### config.mk
export PLATFORM = sky130hd
export DESIGN_NAME = multicycle_left_shifter
export DESIGN_NICKNAME = d
export VERILOG_FILES = /design/src/rtl/multicycle_left_shifter.sv
export SDC_FILE = /design/constraint.sdc
export NUM_CORES = 1
export LEC_CHECK = 0
export BUFFER_PORTS_ARGS = -buffer_cell sky130_fd_sc_hd__buf_2
export CAP_MARGIN = 20
export CORE_MARGIN = 1.5
export CORE_UTILIZATION = 35
export CTS_CLUSTER_DIAMETER = 60
export DETAILED_ROUTE_END_ITERATION = 6
export PLACE_DENSITY = 0.57
export SYNTH_ARGS = -nofsm -noshare
export SYNTH_HDL_FRONTEND = slang
export SYNTH_SLANG_ARGS = --single-unit
### constraint.sdc
create_clock -name clock -period 4 [get_ports clock]
set_input_delay 0.4 -clock clock [delete_from_list [all_inputs] [get_ports clock]]
set_output_delay 0.4 -clock clock [all_outputs]
set_load 0.01 [all_outputs]
### src/rtl/multicycle_left_shifter.sv
// Multicycle 32-bit left shifter / rotator: five log-stage passes (1,2,4,8,16 bits),
// one per clock, giving a fixed latency independent of the shift amount.
module multicycle_left_shifter (
    input  logic        clock,
    input  logic        reset_n,
    input  logic        start,
    input  logic [31:0] data_in,
    input  logic [4:0]  shamt,
    input  logic        rotate,
    output logic        busy,
    output logic        done,
    output logic [31:0] data_out
);

    typedef enum logic [1:0] {
        IDLE  = 2'd0,
        SHIFT = 2'd1,
        DONE  = 2'd2
    } state_t;

    state_t      state_r;
    state_t      state_next_s;
    logic [2:0]  stage_r;
    logic [31:0] work_r;
    logic [4:0]  shamt_r;
    logic        rotate_r;
    logic        busy_s;
    logic        done_s;
    logic        busy_r;
    logic        done_r;
    logic [31:0] data_out_r;
    logic [31:0] shifted_s;

    // One log-shifter stage: moves the word by 2^stage when enabled, wrapping if rotating.
    function automatic logic [31:0] shift_stage(input logic [31:0] word,
                                                input logic [2:0]  stage,
                                                input logic        enable,
                                                input logic        rot);
        logic [5:0]  amount;
        logic [31:0] result;
        amount = 6'd1 << stage;
        if (!enable) begin
            result = word;
        end else if (rot) begin
            result = (word << amount) | (word >> (6'd32 - amount));
        end else begin
            result = word << amount;
        end
        return result;
    endfunction

    assign shifted_s = shift_stage(work_r, stage_r, shamt_r[stage_r], rotate_r);

    // State register.
    always_ff @(posedge clock or negedge reset_n) begin
        if (!reset_n) begin
            state_r <= IDLE;
        end else begin
            state_r <= state_next_s;
        end
    end

    // Next-state logic; start is only honoured from IDLE.
    always_comb begin
        state_next_s = state_r;
        case (state_r)
            IDLE:    state_next_s = start ? SHIFT : IDLE;
            SHIFT:   state_next_s = (stage_r == 3'd4) ? DONE : SHIFT;
            DONE:    state_next_s = IDLE;
            default: state_next_s = IDLE;
        endcase
    end

    // Next values of the registered status outputs.
    always_comb begin
        busy_s = (state_next_s != IDLE);
        done_s = (state_r == SHIFT) && (stage_r == 3'd4);
    end

    // Status output registers.
    always_ff @(posedge clock or negedge reset_n) begin
        if (!reset_n) begin
            busy_r <= 1'b0;
            done_r <= 1'b0;
        end else begin
            busy_r <= busy_s;
            done_r <= done_s;
        end
    end

    // Operand capture, stage walk and result latch.
    always_ff @(posedge clock or negedge reset_n) begin
        if (!reset_n) begin
            work_r     <= 32'h0000_0000;
            shamt_r    <= 5'd0;
            rotate_r   <= 1'b0;
            stage_r    <= 3'd0;
            data_out_r <= 32'h0000_0000;
        end else begin
            case (state_r)
                IDLE: begin
                    if (start) begin
                        work_r   <= data_in;
                        shamt_r  <= shamt;
                        rotate_r <= rotate;
                        stage_r  <= 3'd0;
                    end
                end
                SHIFT: begin
                    work_r <= shifted_s;
                    if (stage_r == 3'd4) begin
                        data_out_r <= shifted_s;
                        stage_r    <= 3'd0;
                    end else begin
                        stage_r <= stage_r + 3'd1;
                    end
                end
                DONE: begin
                    stage_r <= 3'd0;
                end
                default: begin
                    stage_r <= 3'd0;
                end
            endcase
        end
    end

    assign busy     = busy_r;
    assign done     = done_r;
    assign data_out = data_out_r;

endmodule

=== Word-level counts from Yosys, hierarchy flattened ===
Cells that the tools add are included.
W data, S select, Z words.

* Input bits: 41
* Register bits after elaboration: 77
* Output and inout bits: 34
* Word-level logic and storage cells: 37

* Bitwise operators: 1
* Shift operators: 3
* Reduce and logical (&&, ||, !) cells: 7
* Add/subtract/negate cells: 2
* Magnitude comparators: 1
* Muxes and demuxes: 12
* Eq/ne operators: 3

{| class="wikitable"
|+ Operators with widths
! cell !! count
|-
| $mux W32 || 3
|-
| $pmux W32 S2 || 1
|-
| $or A32 B32 Y32 || 1
|-
| $shl A32 B6 Y32 || 1
|-
| $shr A32 B6 Y32 || 1
|-
| $mux W3 || 2
|-
| $pmux W3 S2 || 1
|-
| $reduce_and A2 Y1 || 3
|-
| $shl A1 B3 Y6 const A || 1
|-
| $sub A6 B6 Y6 const A || 1
|-
| $lt A3 B4 Y1 const B || 1
|-
| $pmux W2 S2 || 1
|-
| $reduce_bool A2 Y1 || 2
|-
| $add A3 B1 Y3 const B || 1
|-
| $bmux W1 S3 || 1
|-
| $eq A3 B3 Y1 const B || 1
|-
| $eq A2 B1 Y1 const B || 1
|-
| $logic_not A2 Y1 || 1
|-
| $mux W1 || 2
|-
| $mux W2 || 1
|-
| $ne A2 B2 Y1 const B || 1
|-
| $logic_and A1 B1 Y1 || 1
|}

=== Logic depth before layout (Yosys ltp) ===
Gate-level depths: netlist of the first run.

* Depth in word-level cells: 7
* Depth in mapped cells: 14
* Gate-level depth less buffers: 9

=== Worst setup path after synthesis of the first run ===
No wires, ideal clock.

* Path kind: reg2reg
* Start: reg stage_r[2]
* End: reg data_out_r[1] (netlist: data_out[1])
* Arrival time: 2.788 ns
* Required time: 3.917 ns
* Buffers on the path: 4
* Slack: 1.130 ns
* Period minus slack after synthesis: 2.870 ns
* Stages on the path, launching flop included: 14
* Setup time: 0.083 ns
* Path through: dfrtp_1 -> buf_4 -> buf_2 -> inv_1 -> clkbuf_1 -> ha_1 -> or4b_4 -> o211a_1 -> buf_2 -> nand2_1 -> o22a_1 -> nand3_1 -> a31o_2 -> o21ai_0

* Word-level cells in the longest chain between the ends: 6
* Elaborated cells on any way between the ends: 11
* Classes of those cells: 1 x add/sub; 1 x eq/ne; 3 x shift; 4 x mux; 1 x bitwise; 1 x reduce/logical

{| class="wikitable"
|+ RTL lines
! element !! RTL line !! text
|-
| start: declaration || 23 || <nowiki>logic [2:0] stage_r;</nowiki>
|-
| start signal: assignment || 115 || <nowiki>stage_r <= stage_r + 3'd1;</nowiki>
|-
| $shl A1 B3 Y6 || 41 || <nowiki>amount = 6'd1 << stage;</nowiki>
|-
| $sub A6 B6 Y6 || 45 || <nowiki>result = (word << amount) | (word >> (6'd32 - amount));</nowiki>
|-
| $shr A32 B6 Y32 || 45 ||
|-
| $or A32 B32 Y32 || 45 ||
|-
| $mux W32 || 44 || <nowiki>end else if (rot) begin</nowiki>
|-
| $mux W32 || 42 || <nowiki>if (!enable) begin</nowiki>
|-
| end signal: assignment || 112 || <nowiki>data_out_r <= shifted_s;</nowiki>
|-
| end: declaration || 31 || <nowiki>logic [31:0] data_out_r;</nowiki>
|}

Several ways; a longest one is shown, not always the timed one. The select of a mux whose other input is x is not followed.
A chain may end at the register's enable or synchronous reset.

=== Worst setup path in the final report of the first run ===
* Start: reg stage_r[1]
* End: reg work_r[16]

* Word-level cells in the longest chain between the ends: 7
* Elaborated cells on any way between the ends: 10
* Classes of those cells: 1 x add/sub; 3 x shift; 5 x mux; 1 x bitwise

{| class="wikitable"
|+ RTL lines
! element !! RTL line !! text
|-
| $shl A1 B3 Y6 || 41 ||
|-
| $sub A6 B6 Y6 || 45 ||
|-
| $shr A32 B6 Y32 || 45 ||
|-
| $or A32 B32 Y32 || 45 ||
|-
| $mux W32 || 44 ||
|-
| $mux W32 * || 42 ||
|-
| $pmux W32 S2 * || 100 || <nowiki>case (state_r)</nowiki>
|-
| end signal: assignment || 103 || <nowiki>work_r <= data_in;</nowiki>
|-
| end signal: assignment || 110 || <nowiki>work_r <= shifted_s;</nowiki>
|-
| end: declaration || 24 || <nowiki>logic [31:0] work_r;</nowiki>
|}

Mark *: on every way between the ends. The rest lies on a longest branch, timed or not. The select of a mux whose other input is x is not followed.

==> results of run 1 <==
==> layout by cell type, fill, tap and decap left out, types with 13 or more instances in the layout <==
cell type / instances
a21oi_1: 59
a221oi_1: 13
a22oi_1: 37
buf_2: 73
buf_4: 56
dfrtp_1: 75
inv_1: 16
mux2i_1: 62
mux4_2: 19
nand2_1: 118
nand3_1: 21
nor2_1: 69
nor3_1: 13
o211ai_1: 17
o21ai_0: 69
o221ai_1: 14
o22ai_1: 14
o31ai_1: 17
==> worst min path at each step <==
stage / cells after the start / to / start / slack, ns
6_report: 1 / data_out[29] / reset_n / 0.09
5_1_grt: 1 / data_out[23] / reset_n / 0.16
2_1_floorplan: 0 / busy / reset_n / 0.10
3_5_place_dp: 2 / data_out[25] / data_out[25] / 0.46
3_3_place_gp: 1 / data_out[17] / data_out[17] / 0.46
4_1_cts: 1 / data_out[29] / reset_n / 0.12
==> sequential cells by signal (all words and copies together), names as in the netlist <==
register / count
shamt_r: 5
state_r: 1
data_out: 32
rotate_r: 1
stage_r: 3
work_r: 32
done: 1
busy: 1
==> cell families after synthesis <==
family / share of synthesized area
adder cells (fa/ha/maj): 0.00803
multiplexers: 0.150
AND/OR/NAND/NOR: 0.185
flip-flops: 0.244
XOR/XNOR: 0.00337
buffers and inverters: 0.0817
AO/OA/AOI/OAI: 0.327
==> final cells by class <==
type                    instances  area share
clock buffers                  10      0.0273
clock inverters                 6     0.00615
inverters                      17     0.00729
multi-input cells             762       0.603
flip-flops and latches         76       0.217
well taps                     280      0.0400
repair buffers                133      0.0989
==> routing by layer <==
metal | track usage | vias to the layer above | wire [um]
met5 | 0 | - | 0
met4 | 0.171 | 0 | 2290
met3 | 0.0688 | 141 | 4830
met2 | 0.513 | 667 | 17300
met1 | 0.495 | 4262 | 16900
li1 | - | 3746 | -
==> timing repair <==
item / in CTS / in global routing
hold buffers: 0 / 0
setup buffers: 0 / 0
resized for setup: 0 / 1
endpoints found under the setup margin: 0 / 1
==> per-stage QoR <==
| step | hold slack, ns | area [sq um] | util | worst slack (ns) |
|---|---|---|---|---|
| after detailed placement | 0.462 | 8460 | 0.388 | 0.172 |
| after global placement | 0.459 | 8460 | 0.388 | 0.244 |
| after global routing | 0.155 | 8750 | 0.401 | 0.162 |
| after CTS | 0.120 | 8750 | 0.401 | 0.165 |
| final | 0.0910 | 8750 | 0.401 | 0.207 |
| after floorplan | 0.104 | 7790 | - | 1.13 |
==> impl_metrics.py, run 1 <==
metrics = {
    "logic_synthesis": {
        "synth_top_area_frac": 0.244,
        "synth.distinct_cells": 83,
        "syn_avg_cell_area_sq_um": 8.06,
        "syn_area_sq_um": 7790,
        "seq_area_frac_synth": 0.244,
        "synth_edf_count": 0,
        "ys_async_sr_fraction": 1.00,
        "synth_top_area_cell": "dfrtp_1",
        "ys_warn_count": 0,
        "synth_area_leaders": "dfrtp_1 24%, mux2i_1 8.0%, nand2_1 5.7%, mux4_2 5.5%, o21ai_0 4.5%",
        "post-synth-top-count-cell": "nand2_1",
        "synth_ff_type": "dfrtp_1",
        "synth_common_cells": "119 x nand2_1, 76 x dfrtp_1, 70 x o21ai_0, 69 x nor2_1, 62 x mux2i_1",
        "synthCells": 967,
        "yosys_register_bits": 76,
        "synth.net_count": 1013,
    },
    "place": {
        "place.gp.congestion": 1.05,
        "place_inst": 1268,
        "numPortBuffers": 74,
        "dp_hpwl_mm": 30.6,
    },
    "sta": {
        "hold_violations": 0,
        "setup_tns_ns": 0,
        "min_period_ns": 3.79,
        "final_max_slew_viol_count": 0,
        "fin_skew_ns": 0.0116,
        "rsz0062_at_grt": "false",
        "max_slew_margin": 0.255,
        "fin_crit_sh": 0.948,
        "fmax_mhz": 264,
        "setup_viol": 0,
        "max_slew.worst_pin.slew_ns": 1.11,
    },
    "final_layout": {
        "num_antenna_cells": 0,
        "area_growth_pct": 12.3,
        "fin_nets": 1045,
        "stdcell_count": 1284,
        "fillers": 2290,
        "post_route_cells_drive_above_1_share": 0.211,
        "seqCellArea_sq_um": 1900,
        "multi_input_area_sq_um": 5280,
    },
    "die": {
        "die_width_um": 152,
        "die_y_um": 152,
        "io_pins": 75,
        "core_area_sq_um": 21800,
        "rows": 54,
        "dieArea_sq_um": 23200,
        "start_util": 0.357,
    },
    "setup_path": {
        "crit_end": "work_r[16]",
        "cp.buffers_inverters": 4,
        "critPathSlowestCell": "o221ai_1",
        "critPathMaxStageDelay_ns": 0.51,
        "endpoint_kind": "flop",
        "rr_worst_depth": 11,
        "worstSetupPathType": "reg -> reg",
        "cp_cell_sequence": "inv_1 -> ha_2 -> buf_4 -> buf_4 -> or2_2 -> o21ai_1 -> a21oi_1 -> o221ai_1 -> o21ai_0 -> a222oi_1 -> inv_1",
        "critPathLaunch": "stage_r[1]",
        "path_max_fanout": 20,
        "rr_endpoint": "work_r[16]",
        "cp.depth": 11,
        "r2r-start": "stage_r[1]",
        "worstPathRequired_ns": 4.23,
        "rrSetupSlack_ns": 0.21,
        "worstSetupStartpointType": "flop",
        "crit_family": "compound AO/OA/AOI/OAI gates",
        "arrival_ns": 4.02,
    },
    "routing": {
        "vias": 8816,
        "drt_iter0_markers": 1230,
        "dr.pass1.iters": 5,
        "postRouteAntennaNets": 0,
        "totalWireLength_mm": 41.3,
        "viasPerCell": 6.87,
        "route.detailed.drc": 0,
        "wl_per_cell_um": 32.1,
    },
    "global_route": {
        "antenna_found_initial": 0,
        "grt_overflow": 0,
        "track_usage": 0.351,
        "first_global_vias": 8552,
        "grt_max_degree": 54,
        "grt_pass1_wl_mm": 60.5,
    },
    "cts": {
        "ctsHtreeMaxLevel": 3,
        "cts_root_buf": "clkbuf_16",
        "cts_buffers": 9,
        "clk_latency_ns": 0.35,
        "clockBufferDepth": 2,
        "cts_tree": "built",
        "clk_pin_slew_ns": 0.07,
        "cts_num_sinks": 76,
    },
    "run": {
        "maxCapViolCount": 0,
    },
    "hold_path": {
        "hp-class": "in -> async",
    },
    "run_status": {
        "outcome": "completed",
    },
}
Power of run 1 is not shown: default switching activity piles up to over one toggle a cycle in this logic, so the estimate is an artifact.
==> run 2, diff against run 1 <==
- SLEW_MARGIN: unset -> 15
- clock period: 4 -> 3.85 ns (I/O delays scaled with it)
==> run 2 against run 1 <==
  * Worst hold slack better by 0.14 ns
  * Non-clock buffer count rose by 2
  * Final cell count grew 0.16%
  * Count of clock-buffer cells in the layout is the same
  * Flip-flop and latch count unchanged
  * Core utilization rose by 0.063 points
  * First-iteration DRC count down 5.1%
==> impl_metrics.py, run 2 (synthesis results as in run 1) <==
metrics = {
    "run_status": {
        "outcome": "completed",
    },
    "sta": {
        "hold_violations": 0,
        "fin_skew_ns": 0.0134,
        "final_max_slew_viol_count": 0,
        "rsz0062_at_grt": "false",
        "max_slew.worst_pin.slew_ns": 0.960,
        "fin_crit_sh": 0.972,
        "setup_viol": 0,
        "fmax_mhz": 267,
        "setup_tns_ns": 0,
        "min_period_ns": 3.74,
        "timing.hold.ws_ns": 0.229,
        "max_slew_margin": 0.358,
    },
    "die": {
        "rows": 54,
        "die_y_um": 152,
        "die_width_um": 152,
        "dieArea_sq_um": 23200,
        "core_area_sq_um": 21800,
        "start_util": 0.357,
        "io_pins": 75,
    },
    "routing": {
        "route.detailed.drc": 0,
        "totalWireLength_mm": 39.3,
        "drt_iter0_markers": 1167,
        "vias": 8868,
        "wl_per_cell_um": 30.6,
        "viasPerCell": 6.90,
        "dr.pass1.iters": 6,
        "postRouteAntennaNets": 0,
    },
    "global_route": {
        "gr-usage-met2": 0.497,
        "antenna_found_initial": 1,
        "grt_pass1_wl_mm": 58.5,
        "first_global_vias": 8507,
        "grt_max_degree": 77,
        "grt_util_met3": 0.0569,
        "busiest_layer": "met2",
        "grt_overflow": 0,
        "grtUsageMet1": 0.472,
        "track_usage": 0.335,
    },
    "place": {
        "placed_cell_area_sq_um": 8440,
        "place.gp.congestion": 1.06,
        "dp_hpwl_mm": 29.5,
        "numPortBuffers": 74,
    },
    "setup_path": {
        "worstSetupStartpointType": "flop",
        "arrival_ns": 3.94,
        "worstPathRequired_ns": 4.05,
        "endpoint_kind": "flop",
        "path_max_fanout": 33,
        "worstSetupPathType": "reg -> reg",
    },
    "final_layout": {
        "num_antenna_cells": 0,
        "fin_nets": 1047,
        "final_area_sq_um": 8770,
        "area_growth_pct": 12.5,
        "fillers": 2260,
        "layout_commonest_cell": "nand2_1",
        "mostFrequentLayoutCells": "118 x nand2_1, 75 x dfrtp_1, 73 x buf_2",
        "post_route_cells_drive_above_1_share": 0.212,
    },
    "hold_path": {
        "hp-class": "in -> reg",
    },
    "run": {
        "maxCapViolCount": 0,
    },
    "cts": {
        "clk_latency_ns": 0.35,
        "ctsHtreeMaxLevel": 3,
        "clk_pin_slew_ns": 0.07,
        "clockBufferDepth": 2,
        "cts_num_sinks": 76,
        "cts_tree": "built",
        "cts_buffers": 9,
        "post-cts-setup-buffers": 0,
        "cts_root_buf": "clkbuf_16",
    },
}
## run 2: changes by cell type in the layout (fill, tap and decap cells not counted), sizes merged
cell         delta
dlygate4sd3     +1
buf             +1
## run 2: final cells by class
class	count	area, sq um	area share
Clock buffer	10	239	0.0273
Clock inverter	6	53.8	0.00614
Inverter	17	63.8	0.00728
Multi-Input combinational cell	762	5280	0.602
Sequential cell	76	1900	0.217
Tap cell	280	350	0.0400
Timing Repair Buffer	135	878	0.100
## run 2: path summary, 6_finish.rpt
path                              startpoint            to  slack (ns)  depth (start not counted)
worst max-delay path              stage_r[0]  data_out[18]        0.11                          9
worst min-delay path                shamt[1]    shamt_r[1]        0.23                          3
worst max register to register    stage_r[0]  data_out[18]        0.11                          9
worst min register to register  data_out[28]  data_out[28]        0.48                          2
max in group asynchronous            reset_n    stage_r[2]        2.74                          3
min in group asynchronous            reset_n  data_out[22]        0.51                          2
## run 2: what timing repair did
action	4_1_cts	5_1_grt
resized for setup	0	2
hold buffers	0	1
endpoints found under the setup margin	0	4
endpoints found under the hold margin	0	24
## run 2: per-stage QoR
stage           util  instances  setup WS [ns]
2_1_floorplan      -        967          0.980
3_3_place_gp   0.387       1268          0.129
3_5_place_dp   0.387       1268          0.132
4_1_cts        0.400       1284          0.110
5_1_grt        0.402       1286         0.0289
6_report       0.402       1286          0.108
## run 2: worst max-delay path: stages, from the launching register on
cell and delay [ns]:
dfrtp_1 0.44, inv_1 0.19, ha_4 0.48, buf_4 0.35, mux2i_1 0.43, a22oi_1 0.16, o2111a_1 0.29, a2111oi_1 0.82
o32a_1 0.34, o21ai_1 0.09
## run 2: layer usage
| layer | wire (um) | share of wire | vias up |
|---|---|---|---|
| li1 | - | - | 3747 |
| met1 | 16100 | 0.41 | 4317 |
| met2 | 16800 | 0.43 | 676 |
| met3 | 4380 | 0.11 | 128 |
| met4 | 1930 | 0.049 | 0 |
| met5 | 0 | 0 | - |
Power of run 2 is left out for the same reason.
==> run 3, diff against run 2 <==
- CTS_BUF_LIST: unset -> sky130_fd_sc_hd__clkbuf_16
==> run 3 against run 2 <==
  * Flip-flop and latch count unchanged
  * Global-route usage stayed put
  * Via count grew 0.41%
  * Routed wire length down 0.17%
  * Final cell count stayed put
  * Setup slack improved by 0.00073 ns
  * Cell area fell by 0.11%
  * Non-clock buffer count stayed put
  * Die area did not move
  * Sequential share of layout area is essentially flat
==> impl_metrics.py, run 3 (synthesis results as in run 1) <==
metrics = {
    "run_status": {
        "outcome": "completed",
    },
    "final_layout": {
        "stdcell_count": 1286,
        "layout_commonest_cell": "nand2_1",
        "fillers": 2261,
        "num_antenna_cells": 0,
        "fin_nets": 1047,
        "post_route_cells_drive_above_1_share": 0.211,
        "area_growth_pct": 12.4,
        "mostFrequentLayoutCells": "118 x nand2_1, 75 x dfrtp_1, 73 x buf_2",
    },
    "global_route": {
        "grt_pass1_wl_mm": 58.5,
        "grt_max_degree": 77,
        "track_usage": 0.335,
        "antenna_found_initial": 1,
        "grt_overflow": 0,
        "first_global_vias": 8507,
    },
    "setup_path": {
        "worstPathRequired_ns": 4.04,
        "path_max_fanout": 33,
        "critPathSlowestCell": "a2111oi_1",
        "cp.buffers_inverters": 2,
        "worstSetupStartpointType": "flop",
        "critPathLaunch": "stage_r[0]",
        "cp_cell_sequence": "inv_1 -> ha_4 -> buf_4 -> mux2i_1 -> a22oi_1 -> o2111a_1 -> a2111oi_1 -> o32a_1 -> o21ai_1",
        "rrSetupSlack_ns": 0.11,
        "critPathMaxStageDelay_ns": 0.81,
        "r2r-start": "stage_r[0]",
        "arrival_ns": 3.94,
        "endpoint_kind": "flop",
        "crit_family": "compound AO/OA/AOI/OAI gates",
        "worstSetupPathType": "reg -> reg",
    },
    "die": {
        "core_area_sq_um": 21800,
        "die_y_um": 152,
        "rows": 54,
        "start_util": 0.357,
        "die_width_um": 152,
        "io_pins": 75,
        "dieArea_sq_um": 23200,
    },
    "hold_path": {
        "hp-class": "in -> reg",
        "worstHoldStart": "shamt[1]",
    },
    "cts": {
        "cts_root_buf": "clkbuf_16",
        "cts_buffers": 9,
        "cts_num_sinks": 76,
        "clk_latency_ns": 0.35,
        "cts_tree": "built",
        "clk_pin_slew_ns": 0.07,
        "post-cts-setup-buffers": 0,
        "clockBufferDepth": 2,
        "ctsHtreeMaxLevel": 3,
    },
    "routing": {
        "drt_iter0_markers": 1176,
        "wl_per_cell_um": 30.5,
        "viasPerCell": 6.92,
        "vias": 8904,
        "postRouteAntennaNets": 0,
        "route.detailed.drc": 0,
        "totalWireLength_mm": 39.2,
        "dr.pass1.iters": 5,
    },
    "sta": {
        "rsz0062_at_grt": "false",
        "max_slew.worst_pin.slew_ns": 0.956,
        "setup_tns_ns": 0,
        "fin_skew_ns": 0.0149,
        "min_period_ns": 3.74,
        "fin_crit_sh": 0.972,
        "final_max_slew_viol_count": 0,
        "hold_violations": 0,
        "fmax_mhz": 267,
        "max_slew_margin": 0.360,
        "setup_viol": 0,
    },
    "place": {
        "place.gp.congestion": 1.06,
        "place_inst": 1268,
        "numPortBuffers": 74,
        "dp_hpwl_mm": 29.5,
    },
    "run": {
        "maxCapViolCount": 0,
    },
}
run 3: final timing paths:
| check | endpoint | cells past startpoint |
|---|---|---|
| max in group asynchronous | stage_r[2] | 3 |
| hold / removal | shamt_r[1] | 3 |
| min in group asynchronous | data_out[22] | 2 |
| hold reg to reg | data_out[28] | 2 |
| setup reg to reg | data_out[18] | 9 |
| setup / recovery | data_out[18] | 9 |
run 3: stage by stage:
stage,setup slack [ns],instance area (sq um),hold slack [ns],utilization
CTS,0.110,8720,0.221,0.399
global placement,0.129,8440,0.458,0.387
detailed placement,0.132,8440,0.466,0.387
global route,0.0289,8760,0.256,0.401
floorplan,0.980,7790,0.0894,-
finish,0.109,8760,0.228,0.401
run 3: final cells by class:
type | instances | area [sq um] | share of cell area
multi-input combinational | 762 | 5280 | 0.603
tap | 280 | 350 | 0.0400
timing repair buffer | 135 | 878 | 0.100
clock buffer | 9 | 225 | 0.0257
clock inverter | 7 | 57.6 | 0.00657
inverter | 17 | 63.8 | 0.00729
sequential | 76 | 1900 | 0.217
run 3: tightest hold or removal path, delay by kind of cell:
family                 cells  cell delay (ns)
buffers and inverters      1             0.08
AND/OR/NAND/NOR            2             0.09
run 3: routing by layer:
layer  track usage  part of all wire  wire (um)  vias to the layer above
met5             0                 0          0                        -
met3        0.0569              0.10       4090                      124
li1              -                 -          -                     3745
met2         0.497              0.43      16800                      673
met1         0.472              0.42      16400                     4362
met4         0.159             0.050       1950                        0
run 3: repair_timing:
item                                   CTS  global route
setup endpoints to repair                0             4
endpoints found under the hold margin    0            24
gates resized for setup                  0             2
hold buffers                             0             1
Power of run 3 is left out for the same reason.
